[src/rtl/memory_access_stage.sv]
// memory_access_stage: MEM pipeline stage. Passes ALU results to writeback and
// runs load/store requests to the data cache with a req/ready handshake.
// Optional build macro: MEMORY_STAGE_PERF_EN adds load/store/stall counters.
module memory_access_stage #(
   parameter int WORD_WIDTH           = 32,
   parameter int REGISTER_INDEX_WIDTH = 5
) (
   input  logic                            clk,
   input  logic                            rst,
   input  logic                            in_valid,
   input  logic                            cu_mem_to_reg_in,
   input  logic                            cu_mem_write_in,
   input  logic                            cu_byte_in,
   input  logic                            cu_reg_write_in,
   input  logic [REGISTER_INDEX_WIDTH-1:0] destination_register_in,
   input  logic [WORD_WIDTH-1:0]           alu_result_in,
   input  logic [WORD_WIDTH-1:0]           store_data_in,
   output logic                            stall_out,
   output logic                            mem_req,
   output logic                            mem_we,
   output logic                            mem_byte,
   output logic [WORD_WIDTH-1:0]           mem_addr,
   output logic [WORD_WIDTH-1:0]           mem_wdata,
   input  logic [WORD_WIDTH-1:0]           mem_rdata,
   input  logic                            mem_ready,
`ifdef MEMORY_STAGE_PERF_EN
   output logic [31:0]                     perf_loads,
   output logic [31:0]                     perf_stores,
   output logic [31:0]                     perf_stall_cycles,
`endif
   output logic                            wb_valid,
   output logic                            wb_reg_write,
   output logic [REGISTER_INDEX_WIDTH-1:0] wb_destination_register,
   output logic [WORD_WIDTH-1:0]           wb_data
);

   typedef enum logic [1:0] {IDLE, ACCESS, RESPOND} state_t;

   state_t                          state_q, state_d;
   logic                            mem_req_q, mem_req_d;
   logic                            mem_we_q, mem_we_d;
   logic                            mem_byte_q, mem_byte_d;
   logic [WORD_WIDTH-1:0]           mem_addr_q, mem_addr_d;
   logic [WORD_WIDTH-1:0]           mem_wdata_q, mem_wdata_d;
   logic                            is_load_q, is_load_d;
   logic                            rw_q, rw_d;
   logic [REGISTER_INDEX_WIDTH-1:0] dest_q, dest_d;
   logic                            wb_valid_q, wb_valid_d;
   logic                            wb_rw_q, wb_rw_d;
   logic [REGISTER_INDEX_WIDTH-1:0] wb_dest_q, wb_dest_d;
   logic [WORD_WIDTH-1:0]           wb_data_q, wb_data_d;

   logic                            accept;
   logic [7:0]                      load_byte;

   // Upstream is held only while a cache access is outstanding.
   assign stall_out = (state_q == ACCESS);
   assign accept    = in_valid && !stall_out;

   // Little-endian lane pick for byte loads.
   assign load_byte = mem_rdata[8*mem_addr_q[1:0] +: 8];

   // Next-state and output-register computation.
   always_comb begin
      state_d     = state_q;
      mem_req_d   = mem_req_q;
      mem_we_d    = mem_we_q;
      mem_byte_d  = mem_byte_q;
      mem_addr_d  = mem_addr_q;
      mem_wdata_d = mem_wdata_q;
      is_load_d   = is_load_q;
      rw_d        = rw_q;
      dest_d      = dest_q;
      wb_valid_d  = 1'b0;
      wb_rw_d     = wb_rw_q;
      wb_dest_d   = wb_dest_q;
      wb_data_d   = wb_data_q;
      unique case (state_q)
         ACCESS: begin
            if (mem_ready) begin
               state_d    = RESPOND;
               mem_req_d  = 1'b0;
               wb_valid_d = 1'b1;
               wb_dest_d  = dest_q;
               if (is_load_q) begin
                  wb_rw_d   = rw_q && (dest_q != '0);
                  wb_data_d = mem_byte_q ? {{(WORD_WIDTH-8){1'b0}}, load_byte} : mem_rdata;
               end else begin
                  wb_rw_d   = 1'b0;
                  wb_data_d = mem_addr_q;
               end
            end
         end
         default: begin
            // IDLE and RESPOND share the accept rules.
            state_d   = IDLE;
            mem_req_d = 1'b0;
            if (accept) begin
               if (cu_mem_to_reg_in || cu_mem_write_in) begin
                  state_d     = ACCESS;
                  mem_req_d   = 1'b1;
                  // A load flag wins when both flags are set.
                  mem_we_d    = cu_mem_write_in && !cu_mem_to_reg_in;
                  mem_byte_d  = cu_byte_in;
                  mem_addr_d  = alu_result_in;
                  mem_wdata_d = cu_byte_in ? {(WORD_WIDTH/8){store_data_in[7:0]}} : store_data_in;
                  is_load_d   = cu_mem_to_reg_in;
                  rw_d        = cu_reg_write_in;
                  dest_d      = destination_register_in;
               end else begin
                  wb_valid_d = 1'b1;
                  wb_rw_d    = cu_reg_write_in && (destination_register_in != '0);
                  wb_dest_d  = destination_register_in;
                  wb_data_d  = alu_result_in;
               end
            end
         end
      endcase
   end

   // State and output registers with synchronous reset.
   always_ff @(posedge clk) begin
      if (rst) begin
         state_q     <= IDLE;
         mem_req_q   <= 1'b0;
         mem_we_q    <= 1'b0;
         mem_byte_q  <= 1'b0;
         mem_addr_q  <= '0;
         mem_wdata_q <= '0;
         is_load_q   <= 1'b0;
         rw_q        <= 1'b0;
         dest_q      <= '0;
         wb_valid_q  <= 1'b0;
         wb_rw_q     <= 1'b0;
         wb_dest_q   <= '0;
         wb_data_q   <= '0;
      end else begin
         state_q     <= state_d;
         mem_req_q   <= mem_req_d;
         mem_we_q    <= mem_we_d;
         mem_byte_q  <= mem_byte_d;
         mem_addr_q  <= mem_addr_d;
         mem_wdata_q <= mem_wdata_d;
         is_load_q   <= is_load_d;
         rw_q        <= rw_d;
         dest_q      <= dest_d;
         wb_valid_q  <= wb_valid_d;
         wb_rw_q     <= wb_rw_d;
         wb_dest_q   <= wb_dest_d;
         wb_data_q   <= wb_data_d;
      end
   end

   assign mem_req                 = mem_req_q;
   assign mem_we                  = mem_we_q;
   assign mem_byte                = mem_byte_q;
   assign mem_addr                = mem_addr_q;
   assign mem_wdata               = mem_wdata_q;
   assign wb_valid                = wb_valid_q;
   assign wb_reg_write            = wb_rw_q;
   assign wb_destination_register = wb_dest_q;
   assign wb_data                 = wb_data_q;

`ifdef MEMORY_STAGE_PERF_EN
   logic [31:0] perf_loads_q, perf_stores_q, perf_stall_q;
   logic        done_access;

   assign done_access = (state_q == ACCESS) && mem_ready;

   // Completed-access and stall-cycle counters; wrap naturally.
   always_ff @(posedge clk) begin
      if (rst) begin
         perf_loads_q  <= '0;
         perf_stores_q <= '0;
         perf_stall_q  <= '0;
      end else begin
         if (done_access && is_load_q)  perf_loads_q  <= perf_loads_q + 32'd1;
         if (done_access && !is_load_q) perf_stores_q <= perf_stores_q + 32'd1;
         if (stall_out)                 perf_stall_q  <= perf_stall_q + 32'd1;
      end
   end

   assign perf_loads        = perf_loads_q;
   assign perf_stores       = perf_stores_q;
   assign perf_stall_cycles = perf_stall_q;
`endif

endmodule

[config.mk]
export PLATFORM = sky130hd
export DESIGN_NAME = memory_access_stage
export DESIGN_NICKNAME = d
export VERILOG_FILES = /design/src/rtl/memory_access_stage.sv
export SDC_FILE = /design/constraint.sdc
export NUM_CORES = 1
export LEC_CHECK = 0
export CORE_ASPECT_RATIO = 1.25
export CORE_MARGIN = 10
export CORE_UTILIZATION = 45
export DETAILED_ROUTE_END_ITERATION = 10
export PLACE_DENSITY_LB_ADDON = 0.2
export REMOVE_ABC_BUFFERS = 1
export SYNTH_ARGS = -nofsm -noshare
export SYNTH_HDL_FRONTEND = slang
export SYNTH_SLANG_ARGS = --single-unit
[constraint.sdc]
create_clock -name clk -period 4 [get_ports clk]
set_clock_uncertainty 0.1 [all_clocks]
set_input_delay 0.8 -clock clk [delete_from_list [all_inputs] [get_ports clk]]
set_output_delay 0.8 -clock clk [all_outputs]
set_load 0.03 [all_outputs]
======== Word-level counts from Yosys, hierarchy flattened ========
Index checks and enable logic that the tools add are counted.
storage, ports and cells
  bits in registers ....................... 115
  input port bits ......................... 109
  output and inout port bits .............. 107
  logic and storage cells ................. 58
cells by class
  equality and inequality tests ........... 3
  shifts and indexed selects .............. 1
  mux-type cells .......................... 28
  bitwise operators ....................... 1
  reductions and logical operators ........ 12
operators by type and width
  cell                                           count
  2-to-1 mux 32 bit                              7
  variable part select 32 x 6 -> 8 bit           1
  2-to-1 mux 5 bit                               4
  2-to-1 mux 1 bit                               15
  nonzero test 5 bit                             2
  AND reduction 3 bit                            2
  logical AND 1 bit                              4
  2-to-1 mux 2 bit                               2
  == test 2 x 1 -> 1 bit, second input constant  1
  logical NOT 1 bit                              2
  != test 2 x 1 -> 1 bit, second input constant  1
  != test 2 bit, second input constant           1
  nonzero test 2 bit                             1
  logical OR 1 bit                               1
  inverter 1 bit                                 1

======== Logic depth before layout (Yosys ltp) ========
Gate-level depths: netlist of run 1.
  depth in word-level cells ............... 5
  mapped depth ............................ 7
  depth with buffers taken out ............ 5

======== Worst setup path before layout of run 1 ========
OpenSTA, ideal clock, no wires.
  path type ............................... flip-flop to output port
  start ................................... reg state_q[0]
  end ..................................... out stall_out
  data arrival time ....................... 1.233 ns
  required time ........................... 3.100 ns
  slack ................................... 1.867 ns
  cell stages (with the launch flop) ...... 4
  path buffers ............................ 1
  path through ............................ dfxtp_1 nand2b_1 inv_2 clkbuf_1
on the way
  cells in the longest elaborated chain, start to end .. 1
ends and longest elaborated chain
  element                 RTL line  text
  from (decl)             39        state_t state_q, state_d;
  from (signal assigned)  138       state_q <= state_d;
  == test 2 x 1 -> 1 bit  57        assign stall_out = (state_q == ACCESS);
  to (decl)               18        output logic stall_out,
No other way between the ends.

======== Worst setup path after layout of run 1 ========
  start ................................... reg state_q[1]
  end ..................................... out stall_out
The elaborated chain is that of the path after synthesis.

==> results of run 1 <==
metrics by stage:
step	instance area (µm²)	util (%)	total power [µW]	setup TNS (ps)	worst slack [ps]
final	7860	70.9	3450	0	893
after CTS	7860	70.9	3470	0	884
after floorplan	4830	-	1650	-83100	-957
after detailed placement	7300	65.9	2050	0	720
after global placement	7300	65.9	2030	0	817
after global routing	7860	70.9	3580	0	823
worst max-delay path, stage by stage, from the launching register on:
cell and delay [ps]:
dfxtp_1 300, nand2b_2 180, inv_2 510, clkdlybuf4s50_1 810
per-layer routing:
layer	wire length (µm)	vias up	global-route usage (%)
li1	-	2538	-
met1	6950	2487	24.4
met2	8960	290	36.2
met3	2430	39	11.3
met4	487	0	8.94
met5	0	-	0
Yosys cell counts, drive strengths merged:
| library cell | count | area share [%] |
|---|---|---|
| a311oi | 8 | 1.4 |
| nand4 | 1 | 0.12 |
| mux2i | 37 | 7.3 |
| clkbuf | 27 | 2.0 |
| o21ai | 26 | 2.6 |
| o211ai | 8 | 1.2 |
| a2111oi | 1 | 0.20 |
| nand3b | 1 | 0.15 |
| or4 | 1 | 0.15 |
| nor2b | 3 | 0.37 |
| o41ai | 1 | 0.32 |
| nor3b | 1 | 0.15 |
| or3 | 1 | 0.12 |
| nand2 | 107 | 7.9 |
| a32oi | 6 | 1.0 |
| o22ai | 24 | 3.0 |
| nand2b | 33 | 4.1 |
| a221o | 25 | 4.9 |
| a31oi | 4 | 0.49 |
| and2 | 1 | 0.12 |
| a21oi | 55 | 5.4 |
| nor3 | 2 | 0.30 |
| mux2 | 1 | 0.22 |
| inv | 13 | 0.96 |
| nor2 | 37 | 2.7 |
| buf | 28 | 2.8 |
| a221oi | 1 | 0.17 |
| a211oi | 30 | 4.4 |
| dfxtp | 114 | 45 |
| nand3 | 2 | 0.20 |
| o21a | 1 | 0.15 |
registers in the layout (all words and copies together) (netlist names):
signal,flops
wb_destination_register,5
is_load_q,1
mem_addr,32
wb_data,32
mem_we,1
rw_q,1
mem_wdata,32
mem_byte,1
wb_reg_write,1
state_q,2
wb_valid,1
dest_q,5
logic make-up after synthesis:
logic type / after synthesis
buf+inv: 68
compound gates: 190
mux: 38
simple gates: 190
flops: 114
power by group:
part	internal [µW]	total (µW)	leakage [µW]	switching (µW)
Clock	917	1420	0.000263	505
Sequential	1220	1270	0.000935	54.9
Combinational	337	758	0.00176	421
Total	2470	3450	0.00295	981
final cells by class:
type                    instances  share of cell area, %
inverters                      13                  0.621
flip-flops and latches        114                   29.0
repair buffers                228                   29.1
clock buffers                  19                   5.64
multi-input cells             418                   32.0
well taps                     135                   2.15
clock inverters                10                   1.45
final timing paths:
check / from / to / slack [ps] / cells past startpoint
worst max-delay path: state_q[1] / stall_out / 890 / 3
worst min-delay path: mem_wdata[2] / mem_wdata[2] / 360 / 2
worst max register to register: state_q[1] / wb_data[0] / 1470 / 6
worst min register to register: mem_wdata[2] / mem_wdata[2] / 360 / 2
==> impl_metrics.tcl, run 1 <==
set metrics [dict create \
    status "finished, final reports clean" \
    synth.mux.area_fraction_pct 7.53 \
    multiInputGateArea_mm2 0.00252 \
    instances_no_fill 937 \
    grtUsageTotal_pct 22.5 \
    coreArea_mm2 0.0111 \
    finalSetupViolations 0 \
    fin_crit_ps 3110 \
    root_buffer "clkbuf_16" \
    period_share_pct 77.7 \
    relSlewSlack_pct 19.0 \
    ctsHoldBuffers 0 \
    vias_per_cell 5.71 \
    synthCells 600 \
    synthesis.area_mm2 0.00507 \
    dp_hpwl_um 13500 \
    drt_iter0_markers 370 \
    ir_drop_mv 0.281 \
    ios 216 \
    ys_seq_area_share_pct 45.0 \
    num_vias 5354 \
    whs_ps 355 \
    drcViolationCount 0 \
    synth_compound_area_share_pct 25.3 \
    antenna_found_initial 0 \
    synthXorXnorAreaFrac_pct 0 \
    initial_core_util_pct 45.7 \
    hp-class "flip-flop to flip-flop" \
    n_fill_cell 869 \
    synth-adder-area-share_pct 0 \
    crit_arrival_ps 2210 \
    drt_first_pass_iters 7 \
    avgSynthCellArea_um2 8.45 \
    clk_path_buf_depth 2 \
    drive_above_1_share_pct 6.23 \
    fin_nets 901 \
    p_leak_uw 0.00295 \
    final_max_slew_viol_count 0 \
    clk_pin_slew_worst_paths_ps 50 \
    fmax_ghz 0.322 \
    seqCellArea_mm2 0.00228 \
    hold_viol 0 \
    yosys.area_share.simple_pct 16.4 \
    grt_pass1_vias 5453 \
    area_growth_pct 55.1 \
    crit_path_max_fanout 35 \
    end_kind "primary output" \
    die_h_um 139 \
    insertion_delay_ps 400 \
    synth_cell_types 35 \
    grt_max_degree 52 \
    critPathLaunchType "flip-flop" \
    ys_ff_latch 114 \
    gp_congestion 0.878 \
    synth.yosys.warnings 0 \
    rows 43 \
    ctsHtreeMaxLevel 4 \
    tightest_slew_ps 1210 \
    power_density_mw_per_mm2 439 \
    die-area_mm2 0.0159 \
    diodes 0 \
    layout_common_cells "214 x clkdlybuf4s50_1, 114 x dfxtp_1, 107 x nand2_1" \
    tritoncts "yes" \
    grt_pass1_wl_um 29000 \
    cts_setup_buffers 0 \
    placed_cells 908 \
    cts_resized 0 \
    wl_per_cell_um 20.1 \
    wl_um 18800 \
    cts_sinks 114 \
    numCtsBuffers 17 \
    maxCapViolations 0 \
    final_antenna_net_count 0 \
    fp.dieW_um 115 \
    rsz0062_at_grt "no" \
    final_common_cell "clkdlybuf4s50_1" \
    io_buffers 215 \
    grt-ovfl-total 0 \
    crit_type "flip-flop to primary output" \
    cp_data_required_time_ps 3100 \
    synth_top_family_by_area "compound AO/OA/AOI/OAI gates" \
]
Note: power is estimated with default switching activity, not from simulation.
==> run 2, diff against run 1 <==
CORE_UTILIZATION = 43   (was 45)
clock period = 2.9 ns   (was 4 ns; I/O delays follow)
==> impl_metrics.tcl, run 2 (same netlist as run 1, synthesis figures left out) <==
set metrics [dict create \
    status "finished, final reports clean" \
    grt_pass1_vias 5526 \
    area_growth_pct 55.9 \
    initial_core_util_pct 43.8 \
    wl_per_cell_um 20.1 \
    cp_cell_sequence "clkdlybuf4s50_1" \
    cts_resized 0 \
    dp_slack_ps 337 \
    cp_num_cells 1 \
    gp_congestion 0.832 \
    drt_iter0_markers 375 \
    fin_crit_ps 2470 \
    cts_sinks 114 \
    clk_path_buf_depth 2 \
    period_share_pct 85.3 \
    n_fill_cell 917 \
    num_vias 5370 \
    path_buf_inv 1 \
    switching_share_pct 28.6 \
    grt_pass1_wl_um 29500 \
    ir_drop_mv 0.370 \
    clkPwrFrac_pct 41.1 \
    setup-tns-final_ps 0 \
    tightest_slew_ps 524 \
    seq_power_share_pct 36.9 \
    diodes 0 \
    p_sw_uw 1360 \
    drcViolationCount 0 \
    drt_first_pass_iters 5 \
    whs_ps 355 \
    internal_power_uw 3400 \
    cp_data_required_time_ps 2220 \
    grtUsageTotal_pct 22.5 \
    grt-ovfl-total 0 \
    seqCellArea_mm2 0.00228 \
    vias_per_cell 5.68 \
    rsz0062_at_grt "no" \
    antenna_found_initial 1 \
    die_h_um 141 \
    r2r_cells 5 \
    fmax_ghz 0.404 \
    finalSetupViolations 0 \
    fin_ws_ps 427 \
    dp_hpwl_um 13500 \
    crit_path_max_fanout 12 \
    multiInputGateArea_mm2 0.00252 \
    p_leak_uw 0.00298 \
    fp.dieW_um 117 \
    cpPeakStageDelay_ps 790 \
    wl_um 18900 \
    clk_pin_slew_worst_paths_ps 50 \
    power_density_mw_per_mm2 602 \
    die-area_mm2 0.0166 \
    critPathLaunchType "flip-flop" \
    insertion_delay_ps 410 \
    final_max_slew_viol_count 0 \
    path_delay_family "buffers and inverters" \
    relSlewSlack_pct 65.1 \
    grt_max_degree 56 \
    tritoncts "yes" \
    ios 216 \
    fin_nets 904 \
    end_kind "primary output" \
    io_buffers 215 \
    rows 44 \
    cts_setup_buffers 0 \
    comb_power_share_pct 22.0 \
    root_buffer "clkbuf_16" \
    ctsHtreeMaxLevel 4 \
    crit_arrival_ps 1790 \
    hp-class "flip-flop to flip-flop" \
    critPathSlowestCell "clkdlybuf4s50_1" \
    coreArea_mm2 0.0116 \
    final_common_cell "clkdlybuf4s50_1" \
    layout_common_cells "213 x clkdlybuf4s50_1, 114 x dfxtp_1, 107 x nand2_1" \
    maxCapViolations 0 \
    crit_type "flip-flop to primary output" \
    final_antenna_net_count 0 \
    drive_above_1_share_pct 6.69 \
    ctsHoldBuffers 0 \
    whs_path_depth 2 \
    hold_viol 0 \
    numCtsBuffers 17 \
]
-- run 2: per-stage QoR --
stage	power, µW	std cells	instance area [µm²]	util, %
global placement	2820	914	7350	63.6
CTS	4800	945	7900	68.4
floorplan	2280	545	4830	-
global route	4940	945	7900	68.4
detailed placement	2840	914	7350	63.6
finish	4760	945	7900	68.4
-- run 2: final timing paths --
kind	from	endpoint	slack, ps
min	mem_wdata[7]	mem_wdata[7]	360
min reg2reg	mem_wdata[7]	mem_wdata[7]	360
max reg2reg	state_q[1]	wb_data[1]	750
max	mem_byte	mem_byte	430
-- run 2: power groups by stage --
stage	logic, µW	registers, µW	clock network, µW
finish	1050	1760	1950
global route	1120	1770	2050
CTS	1050	1760	1990
detailed placement	1050	1790	0
global placement	1030	1780	0
floorplan	302	1980	0
-- run 2: cell type report --
cell class | instances | area share [%]
tap | 138 | 2.18
clock buffer | 20 | 5.52
timing repair buffer | 231 | 29.5
clock inverter | 11 | 1.46
inverter | 13 | 0.617
sequential | 114 | 28.9
multi-input combinational | 418 | 31.9
-- run 2: metal layers --
metal  routed length [µm]  global-route usage (%)  up-vias
li1                     -                       -     2536
met5                    0                       0        -
met4                  400                    8.54        0
met2                 9000                    36.1      259
met3                 2430                    11.1       25
met1                 7120                    24.7     2550
